File: src/rtl/dense_layer_seq.sv
`default_nettype none
// ============================================================================
// Module   : dense_layer_seq
// Purpose  : Sequential fixed-point fully-connected layer,
//            y[o] = sat(act((sum_i W[o][i]*x[i] + (b[o] << FRAC)) >>> FRAC)).
//            LANES neurons are evaluated in parallel, one input per cycle,
//            so a run takes G*(N_IN+1)+1 cycles with G = N_OUT/LANES.
// Revision : 1.0 - initial release
// ----------------------------------------------------------------------------
// Ports:
//   clk      in   clock, rising edge
//   reset    in   synchronous active-high reset (aborts a run, no done)
//   start    in   request evaluation; honoured only while idle
//   relu_en  in   clamp negative results to zero before saturation
//   x        in   N_IN*DW inputs, x[i] at [i*DW +: DW], latched on start
//   W        in   N_OUT*N_IN*WW weights, W[o][i] at [(o*N_IN+i)*WW +: WW],
//                 read live, must stay stable during a run
//   b        in   N_OUT*DW biases, b[o] at [o*DW +: DW], latched on start
//   y        out  N_OUT*DW results, updated atomically with done
//   busy     out  high from the edge after accept through the DONE cycle
//   done     out  one-cycle pulse, y valid
//   sat      out  some output clipped in the last run; held until next start
// ============================================================================
module dense_layer_seq #(
    parameter int DW    = 8,
    parameter int WW    = 8,
    parameter int FRAC  = 0,
    parameter int N_IN  = 3,
    parameter int N_OUT = 3,
    parameter int LANES = 1
) (
    input  logic                     clk,
    input  logic                     reset,
    input  logic                     start,
    input  logic                     relu_en,
    input  logic [N_IN*DW-1:0]       x,
    input  logic [N_OUT*N_IN*WW-1:0] W,
    input  logic [N_OUT*DW-1:0]      b,
    output logic [N_OUT*DW-1:0]      y,
    output logic                     busy,
    output logic                     done,
    output logic                     sat
);

    localparam int G     = N_OUT / LANES;
    localparam int ACC_W = DW + WW + $clog2(N_IN) + 1;
    localparam int GW    = (G > 1) ? $clog2(G) : 1;
    localparam int KW    = (N_IN > 1) ? $clog2(N_IN) : 1;

    localparam logic signed [ACC_W-1:0] c_ymax  = ACC_W'((2 ** (DW - 1)) - 1);
    localparam logic signed [ACC_W-1:0] c_ymin  = ~c_ymax;
    localparam logic [GW-1:0]           c_glast = GW'(G - 1);
    localparam logic [KW-1:0]           c_klast = KW'(N_IN - 1);

    typedef enum logic [1:0] {
        S_IDLE = 2'd0,
        S_MAC  = 2'd1,
        S_WR   = 2'd2,
        S_DONE = 2'd3
    } state_t;

    state_t                   r_state;
    logic [N_IN*DW-1:0]       r_x;
    logic [N_OUT*DW-1:0]      r_b;
    logic [N_OUT*DW-1:0]      r_buf;
    logic                     r_relu;
    logic [GW-1:0]            r_g;
    logic [KW-1:0]            r_k;
    logic signed [ACC_W-1:0]  r_acc [LANES];

    logic signed [DW-1:0]     w_xk;
    logic signed [WW-1:0]     w_wsel [LANES];
    logic signed [DW+WW-1:0]  w_prod [LANES];
    logic signed [DW-1:0]     w_bsel [LANES];
    logic signed [ACC_W-1:0]  w_bias [LANES];
    logic signed [ACC_W-1:0]  w_r    [LANES];
    logic signed [DW-1:0]     w_yval [LANES];
    logic [LANES-1:0]         w_clip;
    logic [GW-1:0]            w_gnext;
    logic [N_OUT*DW-1:0]      w_bsrc;

    // Datapath: MAC products, bias preload for the group about to start,
    // and the shift/ReLU/saturate stage used on WR.
    always_comb begin
        w_xk = r_x[int'(r_k)*DW +: DW];
        // Bias comes straight from the port on accept (not latched yet) and
        // from the latched copy when reloading between groups. The group
        // index is clamped so the select never leaves the vector.
        w_gnext = (r_state == S_IDLE || r_g == c_glast) ? '0 : r_g + GW'(1);
        w_bsrc  = (r_state == S_IDLE) ? b : r_b;
        w_clip  = '0;
        for (int l = 0; l < LANES; l++) begin
            w_wsel[l] = W[((int'(r_g)*LANES + l)*N_IN + int'(r_k))*WW +: WW];
            w_prod[l] = (DW+WW)'(w_xk) * (DW+WW)'(w_wsel[l]);
            w_bsel[l] = w_bsrc[(int'(w_gnext)*LANES + l)*DW +: DW];
            w_bias[l] = ACC_W'(w_bsel[l]) <<< FRAC;
            w_r[l]    = r_acc[l] >>> FRAC;
            if (r_relu && w_r[l][ACC_W-1]) begin
                w_r[l] = '0;
            end
            if (w_r[l] > c_ymax) begin
                w_yval[l] = c_ymax[DW-1:0];
                w_clip[l] = 1'b1;
            end else if (w_r[l] < c_ymin) begin
                w_yval[l] = c_ymin[DW-1:0];
                w_clip[l] = 1'b1;
            end else begin
                w_yval[l] = w_r[l][DW-1:0];
            end
        end
    end

    // Control FSM and all state. busy is registered from the state, so it
    // rises one edge after accept and falls on the edge leaving DONE.
    always_ff @(posedge clk) begin
        if (reset) begin
            r_state <= S_IDLE;
            r_x     <= '0;
            r_b     <= '0;
            r_buf   <= '0;
            r_relu  <= 1'b0;
            r_g     <= '0;
            r_k     <= '0;
            y       <= '0;
            busy    <= 1'b0;
            done    <= 1'b0;
            sat     <= 1'b0;
            for (int l = 0; l < LANES; l++) begin
                r_acc[l] <= '0;
            end
        end else begin
            done <= 1'b0;
            case (r_state)
                S_IDLE: begin
                    busy <= 1'b0;
                    if (start) begin
                        r_x     <= x;
                        r_b     <= b;
                        r_relu  <= relu_en;
                        r_g     <= '0;
                        r_k     <= '0;
                        sat     <= 1'b0;
                        for (int l = 0; l < LANES; l++) begin
                            r_acc[l] <= w_bias[l];
                        end
                        r_state <= S_MAC;
                    end
                end
                S_MAC: begin
                    busy <= 1'b1;
                    for (int l = 0; l < LANES; l++) begin
                        r_acc[l] <= r_acc[l] + ACC_W'(w_prod[l]);
                    end
                    if (r_k == c_klast) begin
                        r_k     <= '0;
                        r_state <= S_WR;
                    end else begin
                        r_k <= r_k + KW'(1);
                    end
                end
                S_WR: begin
                    busy <= 1'b1;
                    for (int l = 0; l < LANES; l++) begin
                        r_buf[(int'(r_g)*LANES + l)*DW +: DW] <= w_yval[l];
                    end
                    if (|w_clip) begin
                        sat <= 1'b1;
                    end
                    if (r_g == c_glast) begin
                        r_state <= S_DONE;
                    end else begin
                        r_g <= w_gnext;
                        r_k <= '0;
                        for (int l = 0; l < LANES; l++) begin
                            r_acc[l] <= w_bias[l];
                        end
                        r_state <= S_MAC;
                    end
                end
                S_DONE: begin
                    busy    <= 1'b0;
                    y       <= r_buf;
                    done    <= 1'b1;
                    r_state <= S_IDLE;
                end
                default: begin
                    r_state <= S_IDLE;
                end
            endcase
        end
    end

endmodule
`default_nettype wire
File: config.mk
export PLATFORM = sky130hd
export DESIGN_NAME = dense_layer_seq
export DESIGN_NICKNAME = d
export VERILOG_FILES = /design/src/rtl/dense_layer_seq.sv
export SDC_FILE = /design/constraint.sdc
export NUM_CORES = 1
export LEC_CHECK = 0
export CELL_PAD_IN_SITES_DETAIL_PLACEMENT = 1
export CELL_PAD_IN_SITES_GLOBAL_PLACEMENT = 1
export CORE_ASPECT_RATIO = 1.1
export CORE_MARGIN = 8
export CORE_UTILIZATION = 45
export CTS_CLUSTER_SIZE = 40
export DETAILED_ROUTE_END_ITERATION = 7
export HOLD_SLACK_MARGIN = 0.05
export PLACE_DENSITY = 0.95
export SETUP_SLACK_MARGIN = 0.3
export SKIP_LAST_GASP = 1
export SYNTH_ARGS = -nofsm -noshare
export SYNTH_HDL_FRONTEND = slang
export SYNTH_SLANG_ARGS = --single-unit
export TNS_END_PERCENT = 1
File: constraint.sdc
create_clock -name clk -period 14.8 [get_ports clk]
set_input_delay 2.96 -clock clk [delete_from_list [all_inputs] [get_ports clk]]
set_output_delay 2.96 -clock clk [all_outputs]
set_load 0.05 [all_outputs]
---- Word-level counts from Yosys, hierarchy flattened ----
Memory sizes are Yosys's and may differ from the RTL's.
Cells that the tools add are included.
word-level totals
  register bits after elaboration ......... 106
  bits in writable memories ............... 19
  bits of input ports ..................... 124
  output and inout bits ................... 27
  logic and storage cells ................. 92
  memories ................................ 1
cells by class
  add/sub/neg operators ................... 5
  multipliers ............................. 2
  magnitude comparators ................... 2
  equal/unequal tests ..................... 9
  shift operators ......................... 5
  multiplexer cells ....................... 42
  reduce and logical (&&, ||, !) cells .... 15
memory list
  name   depth  bits a word  read ports  clocked after memory_dff  wr ports  RTL line  source
  r_acc  1      19           1           0                         1         69        logic signed [ACC_W-1:0] r_acc [LANES];
operators by type and width
  cell                                                            count
  two-way mux 19 bit                                              4
  indexed part select 72 x 9 -> 8 bit                             1
  OR reduction 19 bit                                             3
  indexed part select 24 x 6 -> 8 bit                             2
  negator 5 -> 33 bit                                             1
  variable shift 8 x 33 -> 24 bit, first input constant           1
  indexed part select 8 x 33 -> 24 bit                            1
  bitwise mux 24 bit                                              1
  two-way mux 24 bit                                              1
  two-way mux 1 bit                                               21
  adder 19 x 16 -> 19 bit                                         1
  greater-than comparator 19 x 8 -> 1 bit, second input constant  1
  < comparator 19 x 8 -> 1 bit, second input constant             1
  multiplier 8 x 8 -> 16 bit                                      1
  two-way mux 2 bit                                               8
  two-way mux 8 bit                                               2
  AND reduction 3 bit                                             3
  equality test 2 bit, second input constant                      4
  != test 2 bit, second input constant                            4
  case mux 2 bit (4 select lines)                                 1
  case mux 2 bit (3 select lines)                                 1
  adder 4 x 2 -> 5 bit                                            1
  adder 2 x 1 -> 2 bit, second input constant                     2
  multiplier 2 x 2 -> 4 bit, second input constant                1
  10 further kinds                                                13

---- Longest topological paths before layout ----
  depth after elaboration ................. 8
  depth in mapped cells ................... 26
  gate-level depth less buffers ........... 24

---- Least setup slack after synthesis ----
No wires, ideal clock.
  path type ............................... input to register
  from .................................... input W[61]
  to ...................................... memory r_acc[0][17] (netlist bit), data pin
  setup time .............................. 265 ps
  arrival ................................. 8119 ps
  required time ........................... 14535 ps
  slack ................................... 6416 ps
  stages on the path ...................... 20
  buffers on the path ..................... 0
  path through ............................ mux4_2 -> mux2i_1 -> nor2_1 -> a21oi_1 -> nor2b_1 -> fa_1 -> inv_1 -> fa_1 -> inv_1 -> fa_1 -> inv_1 -> fa_1 -> inv_1 -> ha_1 -> ha_1 -> a21o_1 -> or2_2 -> o32ai_1 -> xor2_1 -> o21ai_0
on the way
  longest elaborated chain between the ends .. 5
ends and longest elaborated chain
  element                                     RTL line  source
  start, declared                             37        input logic [N_OUT*N_IN*WW-1:0] W,
  indexed part select 72 x 9 -> 8 bit         93        w_wsel[l] = W[((int'(r_g)*LANES + l)*N_IN + int'(r_k))*WW +: WW];
  multiplier 8 x 8 -> 16 bit                  94        w_prod[l] = (DW+WW)'(w_xk) * (DW+WW)'(w_wsel[l]);
  adder 19 x 16 -> 19 bit                     152       r_acc[l] <= r_acc[l] + ACC_W'(w_prod[l]);
  two-way mux 19 bit (no line) (2 in series)  --
  end, declared                               69
No other way between the ends.

---- Worst setup path after layout ----
  from .................................... input W[32]
  to ...................................... memory r_acc[0][15] (netlist bit), data pin
The elaborated chain is that of the path after synthesis.

==> metrics <==
status=finished, final reports clean; DRC errors left=0; routability cong.=0.868; Post-CTS Setup Bufs=0; GRT Total Usage=25.5%; Syn Inst Count=1035; Worst EP arrival=9.30 ns; area of the multi-input gates=0.00601 mm²; Max Slew Vio Count=0; Compound-Gate Fraction of Synth Area=12.8%; Synth cell types=56; CORE AREA=0.0204 mm²; Avg Cell Area, Syn=8.96 µm²; maximum clock frequency=0.110 GHz; Internal=1520 µW; switching pwr=1510 µW; CTS Buffer Depth=2; R2R Path Start=r_g[1]$_SDFFE_PP0P_; fillers=2332; slowest stage cell, crit path=and2_1; CTS sink count=125; min-delay worst type=flop to flop; cell family with most CP delay=adder cells; cell leakage power=0.00481 µW; HP Start=r_x[18]$_SDFFE_PP0P_; Worst setup SP type=input pin; first-pass GRT wire length=51300 µm; Worst setup EP type=flop; Worst Path Required=14.97 ns; fin crit share=61.7%; total wire length=32100 µm; largest family of logic cells by synthesized area=adder cells; XOR/XNOR share of the synthesized area=1.38%; Setup TNS=0 ns; top_reg_cell synth=dfxtp_1; Synth async-reset ratio=0%; initial antenna violation count=0; worst-path fanout max=12; Ports=151; number of synthesized flops with an enable pin=19; CP most frequent cell=fa_1; GRT overflow=0; minimum clock period=9.13 ns; clock share of power=13.5%; synthesized cell area=0.00928 mm²; RSZ-0062 raised after global routing=false; worst-margin pin slew=1.28 ns; largest net degree at the start of global routing=95; CTS Root Cell=clkbuf_16; Net count, final=1433; slowest stage delay, CP=0.62 ns; Post-Syn Nets=1300; #FFs+latches synth=125; share of layout cells above drive strength 1=6.27%; Iter 0 DRT Violations=547; Via-to-Cell Ratio=5.76; WS Path Type=input pin to flop; Post-DRT Antenna Nets=0; Die Height=167 µm; simple logic cell fraction of the synthesized area=16.2%; antenna cells=0; Reg clk slew, reported paths=0.06 ns; CTS Buf Count=17; H-tree depth=4; setup violators final=0; vias in the first global route=9383; Logic pwr share=70.8%; post-DP HPWL=23900 µm; post-CTS sizing=0; post-synthesis sequential area ratio=29.0%; Initial Utilization=45.4%; Port Buffers=150; final hold vios=0; cells along the critical path=clkdlybuf4s50_1, mux4_2, mux2i_1, o21ai_2, and2_1, inv_1, fa_1, inv_1, fa_1, fa_1, fa_1, fa_1, ha_1, a21o_1, a21oi_1, a21oi_1, or2_2, a211oi_1, o31ai_1; Sw Share=49.9%; relative slew slack=13.3%; CP bufs+invs=3; Worst-Skew Late Latency=0.44 ns; Warnings, synthesis=0; number of max-cap violations=0; Post-Synth Adder-Cell Area=26.1%; die area=0.0255 mm²; DR pass1 iterations=5; sequential share of power=15.7%; power per cell area=262 mW/mm²; cts hold-fix bufs=0; multiplexer share of the synthesized area=8.32%; CTS tree=yes; Area growth syn-to-layout=24.5%; Total Power=3030 µW; Critical Path Start=W[32]; site row count=55; drt wl/cell=22.3 µm; Die X=153 µm; storage element area=0.00269 mm²; clk_skew=0.0106 ns; via count=8277; Peak VDD IR=0.164 mV
-- layer usage --
| metal | track usage, % | wire, µm |
|---|---|---|
| met3 | 6.52 | 2170 |
| met5 | 0 | 0 |
| met4 | 10.4 | 1020 |
| met1 | 29.2 | 12800 |
| met2 | 44.7 | 16100 |
-- final cells by class --
class,count,area share (%)
Inverter,106,3.45
Clock buffer,19,3.84
Tap cell,256,2.77
Multi-Input combinational cell,760,52.0
Clock inverter,13,1.09
Sequential cell,125,23.3
Timing Repair Buffer,158,13.5
-- cells in the mapped netlist (all sizes together) (2+ instances only) --
library cell,instances,area share [%]
nand4,4,0.27
o21ai,23,1.3
xor2,6,0.57
or3,4,0.27
and2,3,0.20
a21oi,114,6.4
fa,87,19
a21boi,2,0.16
edfxtp,19,6.1
or2,5,0.34
a211oi,8,0.65
nand2b,12,0.81
o211ai,5,0.40
nor2b,13,0.88
inv,106,4.3
clkbuf,33,1.3
mux2i,40,4.3
nor4,2,0.13
a22oi,2,0.16
nand3,12,0.65
a31oi,5,0.34
buf,11,0.62
mux4,16,3.9
a21o,6,0.49
o31ai,3,0.24
and3,3,0.20
o22a,5,0.47
ha,54,7.3
nor3b,4,0.32
o21a,13,1.1
nor3,8,0.43
nor2,144,5.8
xnor2,6,0.57
o22ai,7,0.47
nand2,131,5.3
dfxtp,106,23
-- placed cells by master (no fill, tap or decap), drive strengths merged, types with 2 or more instances in the layout --
cell | Yosys | final
nor2 | 144 | 144
nand2 | 131 | 131
a21boi | 2 | 2
xnor2 | 6 | 6
o22ai | 7 | 7
o21a | 13 | 13
fa | 87 | 87
inv | 106 | 115
mux4 | 16 | 16
edfxtp | 19 | 19
buf | 11 | 9
o21ai | 23 | 23
dfxtp | 106 | 106
nand2b | 12 | 12
o31ai | 3 | 3
clkinvlp | 0 | 2
and3 | 3 | 3
or3 | 4 | 4
nor2b | 13 | 13
nor3 | 8 | 8
nand4 | 4 | 4
a21oi | 114 | 114
clkdlybuf4s50 | 0 | 149
a211oi | 8 | 8
nor4 | 2 | 2
o22a | 5 | 5
nor3b | 4 | 4
a21o | 6 | 6
and2 | 3 | 3
a31oi | 5 | 5
or2 | 5 | 5
o211ai | 5 | 5
ha | 54 | 54
xor2 | 6 | 6
mux2i | 40 | 40
a22oi | 2 | 2
clkbuf | 33 | 19
nand3 | 12 | 12
-- path summary, 6_finish.rpt --
kind,to,slack (ns),cells after the start
setup / recovery,r_acc[0][15]$_DFFE_PP_,5.67,19
hold / removal,r_x[18]$_SDFFE_PP0P_,0.46,2
setup reg to reg,r_acc[0][15]$_DFFE_PP_,6.11,21
hold reg to reg,r_x[18]$_SDFFE_PP0P_,0.46,2
-- power groups by stage --
stage | Sequential [µW] | Combinational [µW] | Clock (µW)
after floorplan | 467 | 1480 | 0
after global placement | 474 | 1860 | 0
after detailed placement | 480 | 2040 | 0
after CTS | 475 | 2120 | 412
after global routing | 481 | 2370 | 427
final | 477 | 2140 | 409
-- sequential cells by signal, indices dropped and copies added (netlist names) --
signal	count
busy	1
r_g	2
r_relu	1
r_b	24
r_k	2
y	24
done	1
r_x	24
r_state	2
r_acc	19
r_buf	24
sat	1
-- tightest hold or removal path: cells and delay by family, from the launching register on --
family	cells	cell delay (ns)
flip-flops	1	0.31
AND/OR/NAND/NOR	1	0.05
AO/OA/AOI/OAI	1	0.05
-- through the flow --
step / hold slack [ns] / cells / worst slack [ns] / utilization [%] / instance area (µm²)
3_5_place_dp: 0.451 / 1405 / 5.26 / 53.7 / 11000
2_1_floorplan: 0.432 / 1035 / 6.42 / - / 9280
6_report: 0.455 / 1437 / 5.67 / 56.5 / 11500
5_1_grt: 0.473 / 1437 / 5.38 / 56.5 / 11500
3_3_place_gp: 0.443 / 1405 / 5.47 / 53.7 / 11000
4_1_cts: 0.458 / 1437 / 5.70 / 56.5 / 11500
-- cell families (layout without fill, tap and decap cells) --
family / after synthesis / count (layout)
AOI/OAI and AO/OA: 200 / 200
adders and majority gates: 141 / 141
xor gates and xnor gates: 13 / 13
muxes: 57 / 57
buffers and inverters: 150 / 296
DFF: 125 / 125
and+or+nand+nor: 349 / 349
(Power assumes the default switching activity.)
